<file path="config.mk">
export PLATFORM = sky130hd
export DESIGN_NAME = jtag_tap_ctrl_flat
export DESIGN_NICKNAME = d
export VERILOG_FILES = /design/src/rtl/jtag_tap_ctrl_if.sv /design/src/rtl/jtag_tap_ctrl.sv /design/src/flat_wrapper.sv
export SDC_FILE = /design/constraint.sdc
export NUM_CORES = 1
export LEC_CHECK = 0
export ABC_AREA = 1
export CAP_MARGIN = 5
export CORE_MARGIN = 5
export CORE_UTILIZATION = 50
export DETAILED_ROUTE_END_ITERATION = 6
export PLACE_DENSITY = 0.79
export SYNTH_ARGS = -nofsm -noshare
export SYNTH_HDL_FRONTEND = slang
export SYNTH_SLANG_ARGS = --single-unit
</file>
<file path="constraint.sdc">
create_clock -name tck -period 2.3 [get_ports tck]
set_input_delay 0.69 -clock tck [delete_from_list [all_inputs] [get_ports tck]]
set_output_delay 0.69 -clock tck [all_outputs]
set_load 0.01 [all_outputs]
</file>
<file path="src/rtl/jtag_tap_ctrl_if.sv">
// rtl/jtag_tap_ctrl_if.sv - JTAG pins and USER data register bundle for jtag_tap_ctrl
interface jtag_tap_ctrl_if #(
    parameter int IR_WIDTH      = 4,
    parameter int USER_DR_WIDTH = 16
);
    logic                     tms;
    logic                     tdi;
    logic                     tdo;
    logic                     tdo_en;
    logic [3:0]               tap_state;
    logic [IR_WIDTH-1:0]      ir_out;
    logic [USER_DR_WIDTH-1:0] user_dr_in;
    logic [USER_DR_WIDTH-1:0] user_dr_out;
    logic                     user_update;

    modport master (
        output tms, tdi, user_dr_in,
        input  tdo, tdo_en, tap_state, ir_out, user_dr_out, user_update
    );

    modport slave (
        input  tms, tdi, user_dr_in,
        output tdo, tdo_en, tap_state, ir_out, user_dr_out, user_update
    );
endinterface

</file>
<file path="src/rtl/jtag_tap_ctrl.sv">
// rtl/jtag_tap_ctrl.sv - IEEE 1149.1 TAP controller with IDCODE/BYPASS and optional USER DR
// Optional feature macro: JTAG_TAP_USER_DR_EN (USER register, opcode 8)
module jtag_tap_ctrl #(
    parameter int          IR_WIDTH      = 4,
    parameter logic [31:0] IDCODE_VAL    = 32'h1234_5679,
    parameter int          USER_DR_WIDTH = 16
) (
    input  logic           tck,
    input  logic           trst,
    jtag_tap_ctrl_if.slave tap
);

    typedef enum logic [3:0] {
        TLR    = 4'hF,
        RTI    = 4'hC,
        SEL_DR = 4'h7,
        CAP_DR = 4'h6,
        SH_DR  = 4'h2,
        EX1_DR = 4'h1,
        PA_DR  = 4'h3,
        EX2_DR = 4'h0,
        UPD_DR = 4'h5,
        SEL_IR = 4'h4,
        CAP_IR = 4'hE,
        SH_IR  = 4'hA,
        EX1_IR = 4'h9,
        PA_IR  = 4'hB,
        EX2_IR = 4'h8,
        UPD_IR = 4'hD
    } tap_state_e;

    localparam logic [IR_WIDTH-1:0] OP_IDCODE = IR_WIDTH'(1);

    tap_state_e          state;
    tap_state_e          state_nxt;
    logic [IR_WIDTH-1:0] ir_sr;
    logic [IR_WIDTH-1:0] ir_q;
    logic [31:0]         id_sr;
    logic                bypass_sr;
    logic                sel_idcode;
    logic                sel_user;
    logic                sel_bypass;
    logic                dr_lsb;
    logic                tdo_q;
    logic                tdo_en_q;

    always_ff @(posedge tck or posedge trst) begin
        if (trst) begin
            state <= TLR;
        end else begin
            state <= state_nxt;
        end
    end

    always_comb begin
        state_nxt = state;
        case (state)
            TLR:    state_nxt = tap.tms ? TLR    : RTI;
            RTI:    state_nxt = tap.tms ? SEL_DR : RTI;
            SEL_DR: state_nxt = tap.tms ? SEL_IR : CAP_DR;
            CAP_DR: state_nxt = tap.tms ? EX1_DR : SH_DR;
            SH_DR:  state_nxt = tap.tms ? EX1_DR : SH_DR;
            EX1_DR: state_nxt = tap.tms ? UPD_DR : PA_DR;
            PA_DR:  state_nxt = tap.tms ? EX2_DR : PA_DR;
            EX2_DR: state_nxt = tap.tms ? UPD_DR : SH_DR;
            UPD_DR: state_nxt = tap.tms ? SEL_DR : RTI;
            SEL_IR: state_nxt = tap.tms ? TLR    : CAP_IR;
            CAP_IR: state_nxt = tap.tms ? EX1_IR : SH_IR;
            SH_IR:  state_nxt = tap.tms ? EX1_IR : SH_IR;
            EX1_IR: state_nxt = tap.tms ? UPD_IR : PA_IR;
            PA_IR:  state_nxt = tap.tms ? EX2_IR : PA_IR;
            EX2_IR: state_nxt = tap.tms ? UPD_IR : SH_IR;
            UPD_IR: state_nxt = tap.tms ? SEL_DR : RTI;
            default: state_nxt = TLR;
        endcase
    end

    assign sel_idcode = (ir_q == OP_IDCODE);
    assign sel_bypass = !sel_idcode && !sel_user;

    // Instruction path plus the IDCODE and BYPASS data registers.
    always_ff @(posedge tck or posedge trst) begin
        if (trst) begin
            ir_sr     <= '0;
            ir_q      <= OP_IDCODE;
            id_sr     <= '0;
            bypass_sr <= 1'b0;
        end else begin
            case (state)
                CAP_IR: ir_sr <= IR_WIDTH'(1);
                SH_IR:  ir_sr <= {tap.tdi, ir_sr[IR_WIDTH-1:1]};
                CAP_DR: begin
                    if (sel_idcode) id_sr     <= IDCODE_VAL;
                    if (sel_bypass) bypass_sr <= 1'b0;
                end
                SH_DR: begin
                    if (sel_idcode) id_sr     <= {tap.tdi, id_sr[31:1]};
                    if (sel_bypass) bypass_sr <= tap.tdi;
                end
                default: ;
            endcase
            // Keyed on the next state so ir_out already reads IDCODE on arrival in TLR,
            // even when the exit path to TLR went through UPD_IR.
            if (state_nxt == TLR) begin
                ir_q <= OP_IDCODE;
            end else if (state == UPD_IR) begin
                ir_q <= ir_sr;
            end
        end
    end

`ifdef JTAG_TAP_USER_DR_EN
    localparam logic [IR_WIDTH-1:0] OP_USER = IR_WIDTH'(8);

    logic [USER_DR_WIDTH-1:0] user_sr;
    logic [USER_DR_WIDTH-1:0] user_q;
    logic                     user_upd_q;

    assign sel_user = (ir_q == OP_USER);

    always_ff @(posedge tck or posedge trst) begin
        if (trst) begin
            user_sr    <= '0;
            user_q     <= '0;
            user_upd_q <= 1'b0;
        end else begin
            user_upd_q <= 1'b0;
            if (sel_user) begin
                case (state)
                    CAP_DR: user_sr <= tap.user_dr_in;
                    SH_DR:  user_sr <= {tap.tdi, user_sr[USER_DR_WIDTH-1:1]};
                    UPD_DR: begin
                        user_q     <= user_sr;
                        user_upd_q <= 1'b1;
                    end
                    default: ;
                endcase
            end
        end
    end

    always_comb begin
        dr_lsb = bypass_sr;
        if (sel_idcode) begin
            dr_lsb = id_sr[0];
        end else if (sel_user) begin
            dr_lsb = user_sr[0];
        end
    end

    assign tap.user_dr_out = user_q;
    assign tap.user_update = user_upd_q;
`else
    logic unused_user_dr_in;

    assign unused_user_dr_in = ^tap.user_dr_in;
    assign sel_user          = 1'b0;
    assign dr_lsb            = sel_idcode ? id_sr[0] : bypass_sr;
    assign tap.user_dr_out   = '0;
    assign tap.user_update   = 1'b0;
`endif

    // tdo changes on the falling edge so the host samples it cleanly on the next rise.
    always_ff @(negedge tck or posedge trst) begin
        if (trst) begin
            tdo_q    <= 1'b0;
            tdo_en_q <= 1'b0;
        end else if (state == SH_IR) begin
            tdo_q    <= ir_sr[0];
            tdo_en_q <= 1'b1;
        end else if (state == SH_DR) begin
            tdo_q    <= dr_lsb;
            tdo_en_q <= 1'b1;
        end else begin
            tdo_q    <= 1'b0;
            tdo_en_q <= 1'b0;
        end
    end

    assign tap.tdo       = tdo_q;
    assign tap.tdo_en    = tdo_en_q;
    assign tap.tap_state = state;
    assign tap.ir_out    = ir_q;

endmodule

</file>
<file path="src/flat_wrapper.sv">
// flat-port wrapper written by rule: the top's interface ports become plain ports
module jtag_tap_ctrl_flat 
#(
    parameter int          IR_WIDTH      = 4,
    parameter logic [31:0] IDCODE_VAL    = 32'h1234_5679,
    parameter int          USER_DR_WIDTH = 16
)
  (tck, trst, tap_tms, tap_tdi, tap_user_dr_in, tap_tdo, tap_tdo_en, tap_tap_state, tap_ir_out, tap_user_dr_out, tap_user_update);
  jtag_tap_ctrl_if #(.IR_WIDTH(IR_WIDTH), .USER_DR_WIDTH(USER_DR_WIDTH)) tap_i ();
  input  logic tck;
  input  logic trst;
  input wire logic [$bits(tap_i.tms)-1:0] tap_tms;
  input wire logic [$bits(tap_i.tdi)-1:0] tap_tdi;
  input wire logic [$bits(tap_i.user_dr_in)-1:0] tap_user_dr_in;
  output wire logic [$bits(tap_i.tdo)-1:0] tap_tdo;
  output wire logic [$bits(tap_i.tdo_en)-1:0] tap_tdo_en;
  output wire logic [$bits(tap_i.tap_state)-1:0] tap_tap_state;
  output wire logic [$bits(tap_i.ir_out)-1:0] tap_ir_out;
  output wire logic [$bits(tap_i.user_dr_out)-1:0] tap_user_dr_out;
  output wire logic [$bits(tap_i.user_update)-1:0] tap_user_update;
  assign tap_i.tms = tap_tms;
  assign tap_i.tdi = tap_tdi;
  assign tap_i.user_dr_in = tap_user_dr_in;
  assign tap_tdo = tap_i.tdo;
  assign tap_tdo_en = tap_i.tdo_en;
  assign tap_tap_state = tap_i.tap_state;
  assign tap_ir_out = tap_i.ir_out;
  assign tap_user_dr_out = tap_i.user_dr_out;
  assign tap_user_update = tap_i.user_update;
  jtag_tap_ctrl #(.IR_WIDTH(IR_WIDTH), .IDCODE_VAL(IDCODE_VAL), .USER_DR_WIDTH(USER_DR_WIDTH)) u_core (.tck(tck), .trst(trst), .tap(tap_i));
endmodule
</file>
======== Word level (Yosys, flattened, before mapping) ========
Cells that the tools add are included.
word-level totals
  flip-flop bits (word level) ............. 47
  output and inout port bits .............. 27
  logic and storage cells ................. 64
cells by class
  equality and inequality tests ........... 21
  mux-type cells .......................... 27
  reductions and logical operators ........ 9
operators by type and width
  kind                  number
  $mux W32              2
  $pmux W32 S2          1
  $pmux W4 S12          1
  $eq A4 B4 Y1 const B  9
  $eq A4 B3 Y1 const B  4
  $mux W2               6
  $mux W3               4
  $mux W4               3
  $eq A4 B1 Y1 const B  2
  $eq A4 B2 Y1 const B  2
  $mux W1               8
  $pmux W4 S2           1
  $reduce_and A3 Y1     2
  $reduce_bool A2 Y1    3
  $logic_not A4 Y1      1
  $ne A2 B1 Y1 const B  2
  $ne A2 B2 Y1 const B  2
  $reduce_or A2 Y1      2
  $reduce_or A3 Y1      1
  $pmux W1 S2           1

======== Logic depth before layout (Yosys ltp) ========
Gate-level depths: netlist (run 1).
  word-level depth ........................ 5
  gate-level depth with buffers ........... 9
  gate-level depth less buffers ........... 8

==> results.md, run 1 <==
- Flop pwr share: 39.4%
- Clock sink total: 47
- Die Area: 0.005892 mm2
- CTS H-tree lvls: 2
- Initial antenna violation count: 0
- Synth Flop Type: dfrtp_1
- Critical Path AT: 1.95 ns
- Total grt overflow: 0
- Hold path start: u_core.id_sr[26]
- GP Congestion: 0.7541
- Int Power: 2100 uW
- Share of post-route cells with drive strength above 1: 27.27%
- Final worst slack: -0.3414 ns
- RR Endpoint: u_core.tap.tdo
- Initial Util: 51.18%
- Root buffer cell: clkbuf_8
- Net Sw Power: 1294 uW
- Failing checks: setup timing
- Top cells by area, synth: dfrtp_1 (45%), buf_4 (7.1%), o21ai_0 (6.5%), dfstp_2 (5.9%), inv_1 (5.9%)
- Final Slew Violations: 0
- P_leak: 0.001252 uW
- Ys async rst share: 100.0%
- DR vias: 1530
- CTS buffer count: 5
- Min-Delay Path Class: register to register
- Fin cells: 316
- Status: complete, but fails checks
- Die Span Y: 76.76 um
- Startpoint types: register
- Crit Path Category: register to output port
- Inserted Diodes: 0
- Post-Place Cells: 302
- I/O Pins: 47
- Post-Route WL: 3831 um
- Synthesized area: 0.002228 mm2
- Slowest stage delay, CP: 0.38 ns
- Worst flop-to-flop path startpoint: u_core.tap.tap_state[1]
- Yosys reg bits: 47
- Sequential area share after synthesis: 53.06%
- Syn-to-layout area delta: 15.10%
- Switching Fraction: 38.13%
- Vias in the first global route: 1448
- Row cnt: 24
- Cells after Synth: 233
- CP Capture Type: output port
- Hold Crit Endpoint: u_core.id_sr[26]
- CP startpoint: u_core.tap.tdo
- Setup repair after global routing missed its margin: yes
- Drt first pass iters: 4
- Synth top area share: 44.92%
- Worst-skew pair later-pin latency: 0.30 ns
- Max transition margin: 63.21%
- CTS tree: yes
- Slew @ Worst Pin: 0.5518 ns
- Fillers: 361
- Global-route wire length before repair: 6796 um
- Worst-case reg-to-reg path depth: 7
- Number of vias per cell: 4.842
- Cell count of the worst hold path: 2
- Register area: 0.001182 mm2
- DR iter-0 viols: 133
- Setup Skew: 0.009177 ns
- CP max stage cell: dfrtn_1
- # hold bufs at CTS: 0
- Synth cell types: 26
- DP HPWL: 2694 um
- Pre-CTS setup slack: -0.4375 ns
- Core area: 0.004354 mm2
- Comb power frac: 45.0%
- Power share of the clock group: 15.6%
- Multi-input logic area: 794.5 um2
- CP Buf/Inv Count: 1
- Yosys top cell by area: dfrtp_1
- Clock Tree Buf Depth: 2
- Final layout net count: 283
- Setup violators final: 2
- Number of routed nets with antenna violations: 0
- Synth warn: 0
- CP top delay family: flip-flops
- Drt drc: 0
- Worst VDD drop: 0.0006234 V
- Largest net degree at the start of global routing: 46
- Post-synth EDFFs: 0
- Syn avg cell area: 9.564 um2
- Critical Path, Cell by Cell: buf_2
- Port bufs: 13
- Total power: 3394 uW
- Drt wl/cell: 12.12 um
- Final hold vios: 0
- Global Route Usage Sum: 13.93%
- Internal reg-to-reg setup slack: 0.08 ns
- Max-Cap Viols: 0
- Max FO, Critical Path: 1
- Crit path required time: 1.61 ns
- Chip width: 76.76 um
- CTS clk-pin slew, worst paths: 0.09 ns
- Cell Pwr Density: 1323 mW/mm2
## worst min-delay path: cells and delay by family (launching register included)
family,cells,cell delay (ns)
flops,1,0.35
simple gates,1,0.06
compound gates,1,0.05
## metrics by stage
stage	util, %	area (um2)	hold slack (ns)	setup TNS (ns)
final	58.91	2565	0.4835	-0.6822
after global placement	55.55	2419	0.4607	-0.8636
after CTS	57.93	2522	0.4868	-0.7066
after floorplan	-	2318	0.4496	-0.01007
after detailed placement	55.55	2419	0.4652	-0.8694
after global routing	58.91	2565	0.5127	-0.7470
## Yosys cell counts (2+ instances only)
library cell,n
inv_2,5
nor2_2,8
buf_4,21
o21ai_1,4
dfrtn_1,2
o21ai_0,29
nor2_1,13
nand3_2,3
inv_1,35
dfstp_2,5
buf_6,2
dfrtp_1,40
nand2_1,32
o22ai_1,2
o21ai_2,8
nand2_2,3
o22ai_2,7
nand4_1,2
nand3_1,5
## registers in the layout, summed over array words and instances (netlist names)
| signal | count |
|---|---|
| u_core.id_sr | 32 |
| u_core.ir_sr | 4 |
| u_core.tap.ir_out | 4 |
| u_core.tap.tap_state | 4 |
| u_core.bypass_sr | 1 |
| u_core.tap.tdo | 1 |
| u_core.tap.tdo_en | 1 |
## worst max-delay path by stage
stage / end / slack, ns / cells after the start
6_report: tap_tdo / -0.34 / 1
5_1_grt: tap_tdo / -0.38 / 1
4_1_cts: tap_tdo / -0.35 / 1
3_5_place_dp: tap_tdo / -0.44 / 1
3_3_place_gp: tap_tdo_en / -0.43 / 1
2_1_floorplan: u_core.tap.tdo / -0.01 / 7
## cell families after synthesis
family / Yosys count / synth area share [%]
DFF: 47 / 53.06
buffers and inverters: 64 / 15.05
AOI/OAI and AO/OA: 51 / 15.27
and+or+nand+nor: 70 / 16.45
other: 1 / 0.1683
## timing repair
action | in CTS | in global routing
pin swaps | 0 | 2
buffers inserted | 2 | 4
resized for setup | 8 | 0
cloned | 0 | 0
setup endpoints to repair | 3 | 4
## power groups by stage
stage / combinational (uW) / sequential, uW / clock [uW]
after floorplan: 979 / 1380 / 0
after global placement: 1380 / 1360 / 0
after detailed placement: 1420 / 1370 / 0
after CTS: 1460 / 1340 / 547
after global routing: 1690 / 1370 / 580
final: 1530 / 1340 / 530
## area by class of cell
cell class                 count  share of cell area, %
tap                           52                  2.537
timing repair buffer          31                  10.44
inverter                      40                  6.098
clock inverter                 2                 0.6341
multi-input combinational    138                  30.98
clock buffer                   6                  3.220
sequential                    47                  46.10
## layer usage
| metal | GRT usage, % | share of wire [%] |
|---|---|---|
| met5 | 0 | 0 |
| met4 | 5.070 | 1.7 |
| met3 | 3.279 | 5.3 |
| met2 | 21.56 | 48 |
| met1 | 19.03 | 45 |
## cells in the final DEF (no fill, tap or decap), types with 2 or more instances in the layout
master,count
dfrtp_1,40
inv_1,34
nand2_1,32
o21ai_0,28
conb_1,17
buf_4,17
nor2_1,13
clkdlybuf4s50_1,11
o21ai_2,8
nor2_2,7
o22ai_2,7
clkbuf_8,6
o21ai_1,5
nand3_1,5
dfstp_2,5
inv_2,4
nand2_4,3
nand3_2,3
nand4_1,2
clkinvlp_4,2
o22ai_1,2
buf_2,2
dfrtn_1,2
Note: power is estimated with default switching activity, not from simulation.
==> inputs of run 2 (changes only) <==
Settings changed: CORE_MARGIN 5 to 4, CORE_UTILIZATION 50 to 62, DONT_BUFFER_PORTS from default to 1, PLACE_DENSITY 0.79 to 0.78.
==> results.md, run 2 (synthesized netlist as in run 1, its figures left out) <==
- CTS clk-pin slew, worst paths: 0.13 ns (+0.04 ns)
- GP Congestion: 0.8437 (+12%)
- Worst flop-to-flop path startpoint: u_core.tap.ir_out[0]
- Max-Cap Viols: 0 (unchanged)
- Setup Skew: 0.02006 ns (+0.01088 ns)
- Biggest register: u_core.id_sr
- Most common cell after layout, fill and taps aside: dfrtp_1
- Startpoint types: register
- DR iter-0 viols: 98 (-26%)
- Global-route wire length before repair: 6161 um (-9.3%)
- Die Area: 0.004617 mm2 (-22%)
- Worst VDD drop: 0.0006629 V (+6.3%)
- Clock Tree Buf Depth: 2 (unchanged)
- P_leak: 0.001177 uW (-6.0%)
- Row cnt: 21 (-13%)
- Final worst slack: -0.3313 ns (+0.01004 ns)
- CTS tree: yes
- Failing checks: setup timing
- Die Span Y: 67.95 um (-11%)
- CP Capture Type: output port
- Port bufs: 0 (-13)
- Drt drc: 0 (unchanged)
- Final Slew Violations: 0 (unchanged)
- Final hold vios: 0 (unchanged)
- Max reg flops: 32 (unchanged)
- Worst-case reg-to-reg path depth: 5 (-2)
- Internal reg-to-reg setup slack: 0.05 ns (-0.03 ns)
- Crit path required time: 1.61 ns (about the same)
- Clock sink total: 47 (unchanged)
- CTS buffer count: 5 (unchanged)
- Most frequent cells in the layout: dfrtp_1 (40), inv_1 (34), nand2_1 (31)
- DP HPWL: 2605 um (-3.3%)
- Setup violators final: 2 (unchanged)
- Flop pwr share: 44.0% (+4.6 points)
- Hold Slack: 0.1168 ns (-0.3667 ns)
- Min-Delay Path Class: input port to asynchronous set/reset pin
- Share of post-route cells with drive strength above 1: 28.11% (+0.84 points)
- Inserted Diodes: 0 (unchanged)
- Net Sw Power: 1244 uW (-3.9%)
- Initial antenna violation count: 0 (unchanged)
- Syn-to-layout area delta: 6.626%
- Vias in the first global route: 1394 (-3.7%)
- Pre-CTS setup slack: 0.02057 ns (+0.4581 ns)
- DR vias: 1476 (-3.5%)
- Worst-skew pair later-pin latency: 0.36 ns (+0.06 ns)
- Number of vias per cell: 5.003 (+3.3%)
- Chip width: 67.95 um (-11%)
- CP startpoint: u_core.tap.tdo_en
- I/O Pins: 47 (unchanged)
- Post-Route WL: 3659 um (-4.5%)
- Largest net degree at the start of global routing: 38 (-17%)
- Cell Pwr Density: 1297 mW/mm2 (-2.0%)
- Power share of the clock group: 12.0% (-3.6 points)
- Drt wl/cell: 12.40 um (+2.3%)
- Crit Path Category: register to output port
- Comb power frac: 44.0% (-1.0 points)
- Status: complete, but fails checks
- Switching Fraction: 40.38% (+2.3 points)
- Total grt overflow: 0 (unchanged)
- Drt first pass iters: 4 (unchanged)
- CTS H-tree lvls: 2 (unchanged)
- RR Endpoint: u_core.tap.tdo
- # hold bufs at CTS: 0 (unchanged)
- Initial Util: 65.24% (+14 points)
- Final layout net count: 269 (-4.9%)
- Max FO, Critical Path: 1 (unchanged)
- Setup repair after global routing missed its margin: yes
- Core area: 0.003416 mm2 (-22%)
- Global Route Usage Sum: 18.06% (+4.1 points)
- Critical Path AT: 1.94 ns (about the same)
- Int Power: 1837 uW (-13%)
- Number of routed nets with antenna violations: 0 (unchanged)
- Root buffer cell: clkbuf_4
==> run 2: cell count changes in the layout (fill, tap and decap cells not counted), moves of 2 or more <==
cell and change:
clkdlybuf4s50_1 -11, clkbuf_4 +5, clkbuf_8 -6, buf_2 -2
==> run 2: power by group through the flow <==
stage                     combinational (uW)  sequential, uW  clock, uW
final                                   1360            1350        370
after global routing                    1520            1390        416
after CTS                               1300            1350        380
after detailed placement                1300            1370          0
after global placement                  1260            1360          0
after floorplan                          979            1380          0
==> run 2: worst max path at each step <==
stage                                 to  depth (start not counted)
after CTS                     tap_tdo_en                          0
after global routing          tap_tdo_en                          0
final                         tap_tdo_en                          0
after detailed placement      tap_tdo_en                          0
after floorplan           u_core.tap.tdo                          7
after global placement        tap_tdo_en                          0
==> run 2: layer usage <==
metal	vias to the layer above	GRT usage, %	routed length, um
li1	736	-	-
met1	698	23.40	1689
met2	37	29.36	1723
met3	5	4.926	198
met4	0	5.955	47
met5	-	0	0
==> run 2: per-stage QoR <==
step	area [um2]	std cells	power, uW	TNS [ns]	utilization, %
floorplan	2318	249	2359	-0.01007	-
global placement	2303	286	2621	0	67.44
detailed placement	2303	286	2671	0	67.44
CTS	2355	293	3037	-0.6900	68.94
global route	2376	295	3328	-0.7175	69.56
finish	2376	295	3081	-0.6577	69.56
==> run 2: cell type report <==
| type | count | area, um2 |
|---|---|---|
| inverter | 40 | 156.4 |
| clock inverter | 2 | 13.76 |
| timing repair buffer | 17 | 127.6 |
| multi-input combinational | 138 | 800.8 |
| tap | 46 | 57.56 |
| clock buffer | 5 | 37.54 |
| sequential | 47 | 1182 |
| fill | 282 | 1040 |
==> run 2: repair_timing <==
item                                    in CTS  in global routing
pin swaps                                    0                  4
endpoints found under the setup margin       2                  3
resized for setup                            0                  3
setup buffers                                0                  2
